<file path="src/rtl/lcd_sprite_engine.sv">
// lcd_sprite_engine
//   Drives a PCD8544-style 84x48 LCD over a byte-wide SPI master. After reset
//   it sends the init command set and then clears the screen. After that it
//   accepts draw requests, which send a sprite from an external ROM clipped to
//   the panel, and clear requests.
// Ports
//   clock, Reset           : system clock, async active-high reset
//   draw_req, clear_req    : one-cycle requests, sampled only when idle
//   erase, pos_x, pos_y    : draw attributes, latched when a draw is accepted
//   spr_addr, spr_data     : sprite ROM read port (combinational ROM)
//   spi_start/dc/data      : byte presented to the SPI master
//   spi_avail              : master consumed the presented byte
//   busy, init_done, done  : status; done is a one-cycle completion pulse
module lcd_sprite_engine #(
  parameter int         SPR_W     = 8,
  parameter int         SPR_PAGES = 1,
  parameter logic [7:0] CONTRAST  = 8'h90,
  parameter int         CLR_BYTES = 504,
  localparam int        AW = (SPR_W * SPR_PAGES > 1) ? $clog2(SPR_W * SPR_PAGES) : 1
) (
  input  logic          clock,
  input  logic          Reset,
  input  logic          draw_req,
  input  logic          clear_req,
  input  logic          erase,
  input  logic [6:0]    pos_x,
  input  logic [2:0]    pos_y,
  output logic [AW-1:0] spr_addr,
  input  logic [7:0]    spr_data,
  output logic          spi_start,
  output logic          spi_dc,
  output logic [7:0]    spi_data,
  input  logic          spi_avail,
  output logic          busy,
  output logic          init_done,
  output logic          done
);

  localparam int CW = $clog2(CLR_BYTES + 2) + 1;

  typedef enum logic [2:0] {
    S_INIT, S_CLEAR, S_READY, S_SETX, S_SETY, S_DATA, S_DONE
  } state_t;

  state_t        state, state_n;
  logic [CW-1:0] cnt, cnt_n;
  logic [6:0]    x, x_n, c, c_n;
  logic [2:0]    y, y_n, p, p_n;
  logic          er, er_n;
  // run is low during reset and the first cycle after release; every SPI
  // output is gated by it so nothing moves until the first clock edge.
  logic          run;
  logic          init_done_q;

  logic [6:0]    vc;
  logic [2:0]    vp;
  logic [15:0]   addr_full;

  // Visible window after clipping against the right/bottom panel edges.
  always_comb begin
    vc = (7'(SPR_W) < (7'd84 - x)) ? 7'(SPR_W) : (7'd84 - x);
    vp = (3'(SPR_PAGES) < (3'd6 - y)) ? 3'(SPR_PAGES) : (3'd6 - y);
    // ROM stride is always the full sprite width, clipped or not.
    addr_full = 16'(p) * 16'(SPR_W) + 16'(c);
  end

  always_ff @(posedge clock or posedge Reset) begin
    if (Reset) begin
      state       <= S_INIT;
      cnt         <= '0;
      x           <= '0;
      y           <= '0;
      c           <= '0;
      p           <= '0;
      er          <= 1'b0;
      run         <= 1'b0;
      init_done_q <= 1'b0;
    end else begin
      state <= state_n;
      cnt   <= cnt_n;
      x     <= x_n;
      y     <= y_n;
      c     <= c_n;
      p     <= p_n;
      er    <= er_n;
      run   <= 1'b1;
      if (state == S_DONE) init_done_q <= 1'b1;
    end
  end

  always_comb begin
    state_n = state;
    cnt_n   = cnt;
    x_n     = x;
    y_n     = y;
    c_n     = c;
    p_n     = p;
    er_n    = er;
    unique case (state)
      S_INIT: if (run && spi_avail) begin
        if (cnt == CW'(3)) begin
          state_n = S_CLEAR;
          cnt_n   = '0;
        end else cnt_n = cnt + CW'(1);
      end
      // Two address commands, then CLR_BYTES zero data bytes.
      S_CLEAR: if (spi_avail) begin
        if (cnt == CW'(CLR_BYTES + 1)) begin
          state_n = S_DONE;
          cnt_n   = '0;
        end else cnt_n = cnt + CW'(1);
      end
      S_READY: begin
        if (clear_req) begin
          state_n = S_CLEAR;
          cnt_n   = '0;
        end else if (draw_req) begin
          x_n     = pos_x;
          y_n     = pos_y;
          er_n    = erase;
          p_n     = '0;
          c_n     = '0;
          state_n = (pos_x > 7'd83 || pos_y > 3'd5) ? S_DONE : S_SETX;
        end
      end
      S_SETX: if (spi_avail) state_n = S_SETY;
      S_SETY: if (spi_avail) begin
        state_n = S_DATA;
        c_n     = '0;
      end
      S_DATA: if (spi_avail) begin
        if (c == vc - 7'd1) begin
          if (p < vp - 3'd1) begin
            p_n     = p + 3'd1;
            c_n     = '0;
            state_n = S_SETX;
          end else state_n = S_DONE;
        end else c_n = c + 7'd1;
      end
      S_DONE:  state_n = S_READY;
      default: state_n = S_INIT;
    endcase
  end

  always_comb begin
    spi_start = run;
    spi_dc    = 1'b0;
    spi_data  = 8'h00;
    spr_addr  = '0;
    if (run) begin
      unique case (state)
        S_INIT: begin
          unique case (cnt[1:0])
            2'd0:    spi_data = 8'h21;
            2'd1:    spi_data = CONTRAST;
            2'd2:    spi_data = 8'h20;
            default: spi_data = 8'h0C;
          endcase
        end
        S_CLEAR: begin
          if (cnt == CW'(0))      spi_data = 8'h80;
          else if (cnt == CW'(1)) spi_data = 8'h40;
          else                    spi_dc   = 1'b1;
        end
        S_SETX: spi_data = 8'h80 | {1'b0, x};
        S_SETY: spi_data = 8'h40 | {5'b0, y + p};
        S_DATA: begin
          spi_dc   = 1'b1;
          spr_addr = AW'(addr_full);
          spi_data = er ? 8'h00 : spr_data;
        end
        default: ;
      endcase
    end
  end

  assign busy      = (state != S_READY);
  assign done      = (state == S_DONE);
  assign init_done = init_done_q;

endmodule

</file>
<file path="config.mk">
export PLATFORM = sky130hd
export DESIGN_NAME = lcd_sprite_engine
export DESIGN_NICKNAME = d
export VERILOG_FILES = /design/src/rtl/lcd_sprite_engine.sv
export SDC_FILE = /design/constraint.sdc
export NUM_CORES = 1
export LEC_CHECK = 0
export CAP_MARGIN = 10
export CORE_MARGIN = 2
export CORE_UTILIZATION = 35
export CTS_BUF_LIST = sky130_fd_sc_hd__clkbuf_8
export CTS_CLUSTER_SIZE = 30
export DETAILED_ROUTE_END_ITERATION = 10
export DONT_BUFFER_PORTS = 1
export GPL_ROUTABILITY_DRIVEN = 1
export PLACE_DENSITY = 0.46
export SYNTH_ARGS = -nofsm -noshare
export SYNTH_HDL_FRONTEND = slang
export SYNTH_SLANG_ARGS = --single-unit
export TNS_END_PERCENT = 30
</file>
<file path="constraint.sdc">
create_clock -name clock -period 6 [get_ports clock]
set_input_delay 1.2 -clock clock [delete_from_list [all_inputs] [get_ports clock]]
set_output_delay 1.2 -clock clock [all_outputs]
set_load 0.05 [all_outputs]
</file>
---- Word level (Yosys, flattened, before mapping) ----
Cells that the tools add are included.
cells by class
  add/subtract/negate cells ............... 9
  order comparisons ....................... 5
  eq/ne operators ......................... 27
  muxes and demuxes ....................... 46
  bitwise gates (word level) .............. 1
  reductions and logical operators ........ 13
operators by type and width
  kind                                                number
  2-to-1 mux 3 bit                                    20
  2-to-1 mux 7 bit                                    8
  2-to-1 mux 10 bit                                   5
  case mux 8 bit (5 select lines)                     1
  case mux 10 bit (3 select lines)                    1
  2-to-1 mux 8 bit                                    3
  inequality test 2 bit (second input constant)       12
  case mux 8 bit (3 select lines)                     1
  case mux 3 bit (7 select lines)                     1
  case mux 7 bit (3 select lines)                     1
  AND reduction 6 bit                                 2
  adder 10 x 1 -> 10 bit (second input constant)      1
  == test 10 x 1 -> 1 bit (second input constant)     1
  == test 10 x 2 -> 1 bit (second input constant)     1
  == test 10 x 9 -> 1 bit (second input constant)     1
  zero test 10 bit                                    1
  == test 3 bit (second input constant)               3
  AND reduction 9 bit                                 1
  adder 7 x 1 -> 7 bit (second input constant)        1
  == test 7 bit                                       1
  > comparator 7 bit (second input constant)          1
  < comparator 4 x 7 -> 1 bit (first input constant)  1
  subtractor 7 x 1 -> 7 bit (second input constant)   1
  subtractor 7 bit (first input constant)             1
  other kinds (26)                                    31
storage, ports and cells
  bits in registers ....................... 36
  bits of input ports ..................... 24
  output and inout bits ................... 16

---- Longest topological paths before layout ----
  depth after elaboration ................. 9
  mapped depth ............................ 16
  gate-level depth less buffers ........... 15

---- Least setup slack after synthesis ----
OpenSTA, ideal clock, no wires.
  kind .................................... input to output
  from .................................... in spr_data[7]
  to ...................................... out spi_data[7]
  data arrival time ....................... 2.235 ns
  slack ................................... 2.565 ns
  stages on the path ...................... 4
  buffers on the path ..................... 0
  path through ............................ nand2_1 nor3_1 a211oi_1 a21oi_1
on the way
  cells in the longest elaborated chain, start to end .. 3
ends and longest elaborated chain
  element                          RTL line  source
  start: declaration               29        input logic [7:0] spr_data,
  2-to-1 mux 8 bit                 170       spi_data = er ? 8'h00 : spr_data;
  case mux 8 bit (5 select lines)  151       unique case (state)
  2-to-1 mux 8 bit                 150       if (run) begin
  end: declaration                 32        output logic [7:0] spi_data,
Every way passes these cells.

---- Final worst setup path ----
  from .................................... reg state[0]
  to ...................................... out spi_data[1]
on the way
  cells in the longest elaborated chain, start to end .. 3
  elaborated cells between the ends (all ways) .. 7
  those cells by class .................... eq/ne (4); mux (2); reduce/logical (1)
ends and longest elaborated chain
  element                                      RTL line  source
  start: declaration                           45        state_t state, state_n;
  start signal: assignment                     79        state <= state_n;
  == test 3 bit, or another cell as far along  151
  case mux 8 bit (5 select lines) (*)          151
  2-to-1 mux 8 bit (*)                         150
Mark *: on every way between the ends. The rest lies on a longest branch, timed or not.

==> results.yml <==
outcome:
  outcome: "finished, final reports clean"
place:
  dpl_worst_slack_ns: 2.027
  hpwl_um: 5590
  globalplace.congestion: 0.7753
  dp_cells: 436
  port-buffer-count: 0
grt:
  pin_count_of_the_biggest_net_entering_global_routing: 37
  grt.busiest_layer: "met2"
  global_route.overflow_total: 0
  met2_usage_pct: 28.28
  number_of_antenna_violations_at_the_first_check_in_global_routing: 0
  grt_pass1_vias: 2393
  grt_first_pass_wirelength_um: 12420
  grtUsageTotal_pct: 18.35
  gr-usage-met3_pct: 3.417
  grt_util_met1_pct: 26.46
yosys:
  synth.avg_cell_area_um2: 8.036
  synth-warning-count: 0
  synth_cell_types: 59
  synth.yosys.seq_area_share_pct: 32.68
  postSynthRegisterBits: 36
  synth_top_area_cell: "dfrtp_1"
  synth_ff_type: "dfrtp_1"
  asyncSetResetFlopFracSynth_pct: 100.0
  synth_area_leaders: "dfrtp_1 (33%), nand2_1 (7.2%), ha_1 (6.8%), o21ai_0 (5.1%), a21oi_1 (3.6%)"
  synth-edff-count: 0
  syn-cell-area_mm2: 0.002756
  netlist.area_leader.share_pct: 32.68
  postSynthCellCount: 343
sta:
  period_minus_slack_ns: 4.151
  worst_clock_skew_on_the_final_layout_ns: 0.009876
  fmax_mhz: 240.9
  tightestPinTransition_ns: 1.074
  rsz_0062_raised_after_global_routing: "no"
  timing.final.hold_violations: 0
  setup_viol_count_final: 0
  finalMaxSlewViolations: 0
  setup_slack_ns: 1.849
  fin_tns_setup_ns: 0
  slew_headroom_pct: 28.62
  fin_crit_sh_pct: 69.18
  worst_hold_margin_ns: 0.5391
layout:
  finish.net_count: 381
  layout_common_cells: "nand2_1 (53), dfrtp_1 (36), o21ai_0 (28)"
  flow.area_growth_from_synthesis_pct: 7.444
  layout_commonest_cell: "nand2_1"
  antennaDiodeCount: 0
  drive_above_1_share_pct: 6.158
  fin_util_pct: 38.53
  post_layout_nonfiller_instances: 443
power:
  intPower_w: 0.0004108
  cellPowerDensity_mw_per_mm2: 209.3
  part_of_the_power_in_registers_pct: 47.0
  power_switching_share_pct: 33.73
  power.net_switching_w: 0.0002090
  power.ir.vdd_worst_uv: 97.42
  share_of_power_burned_in_combinational_logic_pct: 21.8
  proportion_of_power_drawn_by_the_clock_network_pct: 31.2
  cellLeakagePower_nw: 1.305
worst_hold_path:
  hold_class: "flop to flop"
  holdCritStartpoint: "cnt[3]$_DFFE_PP0P_"
clock_network:
  cts-root-buf: "clkbuf_8"
  cts_max_path_buffers: 2
  clkSlewWorstSetupHoldPaths_ns: 0.07
  hold_fix_buffer_count_after_cts: 0
  postCtsResizedCells: 0
  post_cts.repair.setup_buffers: 0
  worst_skew_pair.late_latency_ns: 0.30
  tritoncts_clock_tree: "done"
  htree_levels: 2
  clock_sinks: 36
  cts-buffers-inserted: 5
detailed_routing:
  detailedRoute.firstPassIterationCount: 5
  drt-initial-drc-count: 192
  post_detailed_route_wirelength_per_cell_um: 16.95
  drc: 0
  wirelength_um: 7507
  via_count: 2523
  route.antenna.remaining_nets: 0
  route.detailed.vias_per_inst: 5.695
floorplan:
  core_area_mm2: 0.007687
  floorplan.rows: 32
  starting_density_of_the_core_pct: 35.86
  design.portCount: 40
  die_height_um: 92.75
  die_outline_area_mm2: 0.008602
  fp.dieW_um: 92.75
setup_path:
  startpoint_type: "flop"
  criticalPathCategory: "flop to primary output"
  regToRegSetupSlack_ns: 2.06
  cp.arrival_ns: 2.95
  cp_data_required_time_ns: 4.80
  worstSetupStartpoint: "state[0]$_DFFE_PP0P_"
  crit_path_max_fanout: 20
  crit_end_category: "primary output"
  worstReg2RegStart: "x[0]$_DFFE_PP0P_"
run:
  maxCapViolCount: 0
==> cell families after synthesis <==
kind of cell / share of synthesized area [%]
and+or+nand+nor: 28.87
AOI/OAI and AO/OA: 21.79
DFF: 32.68
buffers and inverters: 4.402
adders and majority gates: 7.535
xor gates and xnor gates: 3.813
muxes: 0.7717
other: 0.1360
==> power groups by stage <==
stage	Clock (W)	Sequential, W	Combinational (W)
after floorplan	0	0.000287	0.000109
after global placement	0	0.000295	0.000133
after detailed placement	0	0.000295	0.000135
after CTS	0.000203	0.000291	0.000136
after global routing	0.000211	0.000295	0.000151
final	0.000194	0.000291	0.000135
==> synthesized netlist by cell type (7+ instances only) <==
library cell and count:
ha_1 15, clkbuf_1 11, a21oi_1 20, or4_1 7, dfrtp_1 36, and3_1 11
nor2_1 23, o21ai_0 28, nand2_1 53, inv_1 18, nor3_1 9, nand3_1 17
==> layer usage <==
metal	share of wire [%]	wire [um]
met4	1.1	84
met3	5.0	373
met1	51	3804
met2	43	3245
met5	0	0
==> flip-flops by register name (all words and copies together) (netlist names) <==
name / cells
c: 7
er: 1
state: 3
spi_start: 1
p: 3
cnt: 10
x: 7
init_done: 1
y: 3
==> final timing paths <==
path,end,cells after the start
max,spi_data[1],5
min,cnt[3]$_DFFE_PP0P_,1
max reg2reg,c[5]$_DFFE_PP0P_,15
min reg2reg,cnt[3]$_DFFE_PP0P_,1
max in group asynchronous,cnt[8]$_DFFE_PP0P_,2
min in group asynchronous,cnt[0]$_DFFE_PP0P_,2
==> stage by stage <==
stage | total power (W) | area, um2
3_5_place_dp | 0.0004304 | 2865
4_1_cts | 0.0006292 | 2962
5_1_grt | 0.0006569 | 2962
2_1_floorplan | 0.0003957 | 2760
6_report | 0.0006198 | 2962
3_3_place_gp | 0.0004279 | 2865
==> area by class of cell <==
type | instances | area, um2
fillers | 838 | 4726
multi-input cells | 276 | 1743
repair buffers | 3 | 22.52
clock buffers | 7 | 96.34
well taps | 102 | 127.6
inverters | 19 | 71.32
flip-flops and latches | 36 | 900.9
==> critical path, stage by stage, from the launching register on <==
cell	delay (ns)
dfrtp_1	0.73
nor2b_1	0.29
nand2_1	0.26
nor2_1	0.45
nand2_1	0.10
a21oi_1	0.83
No activity file was read; power rests on OpenSTA's default activity.
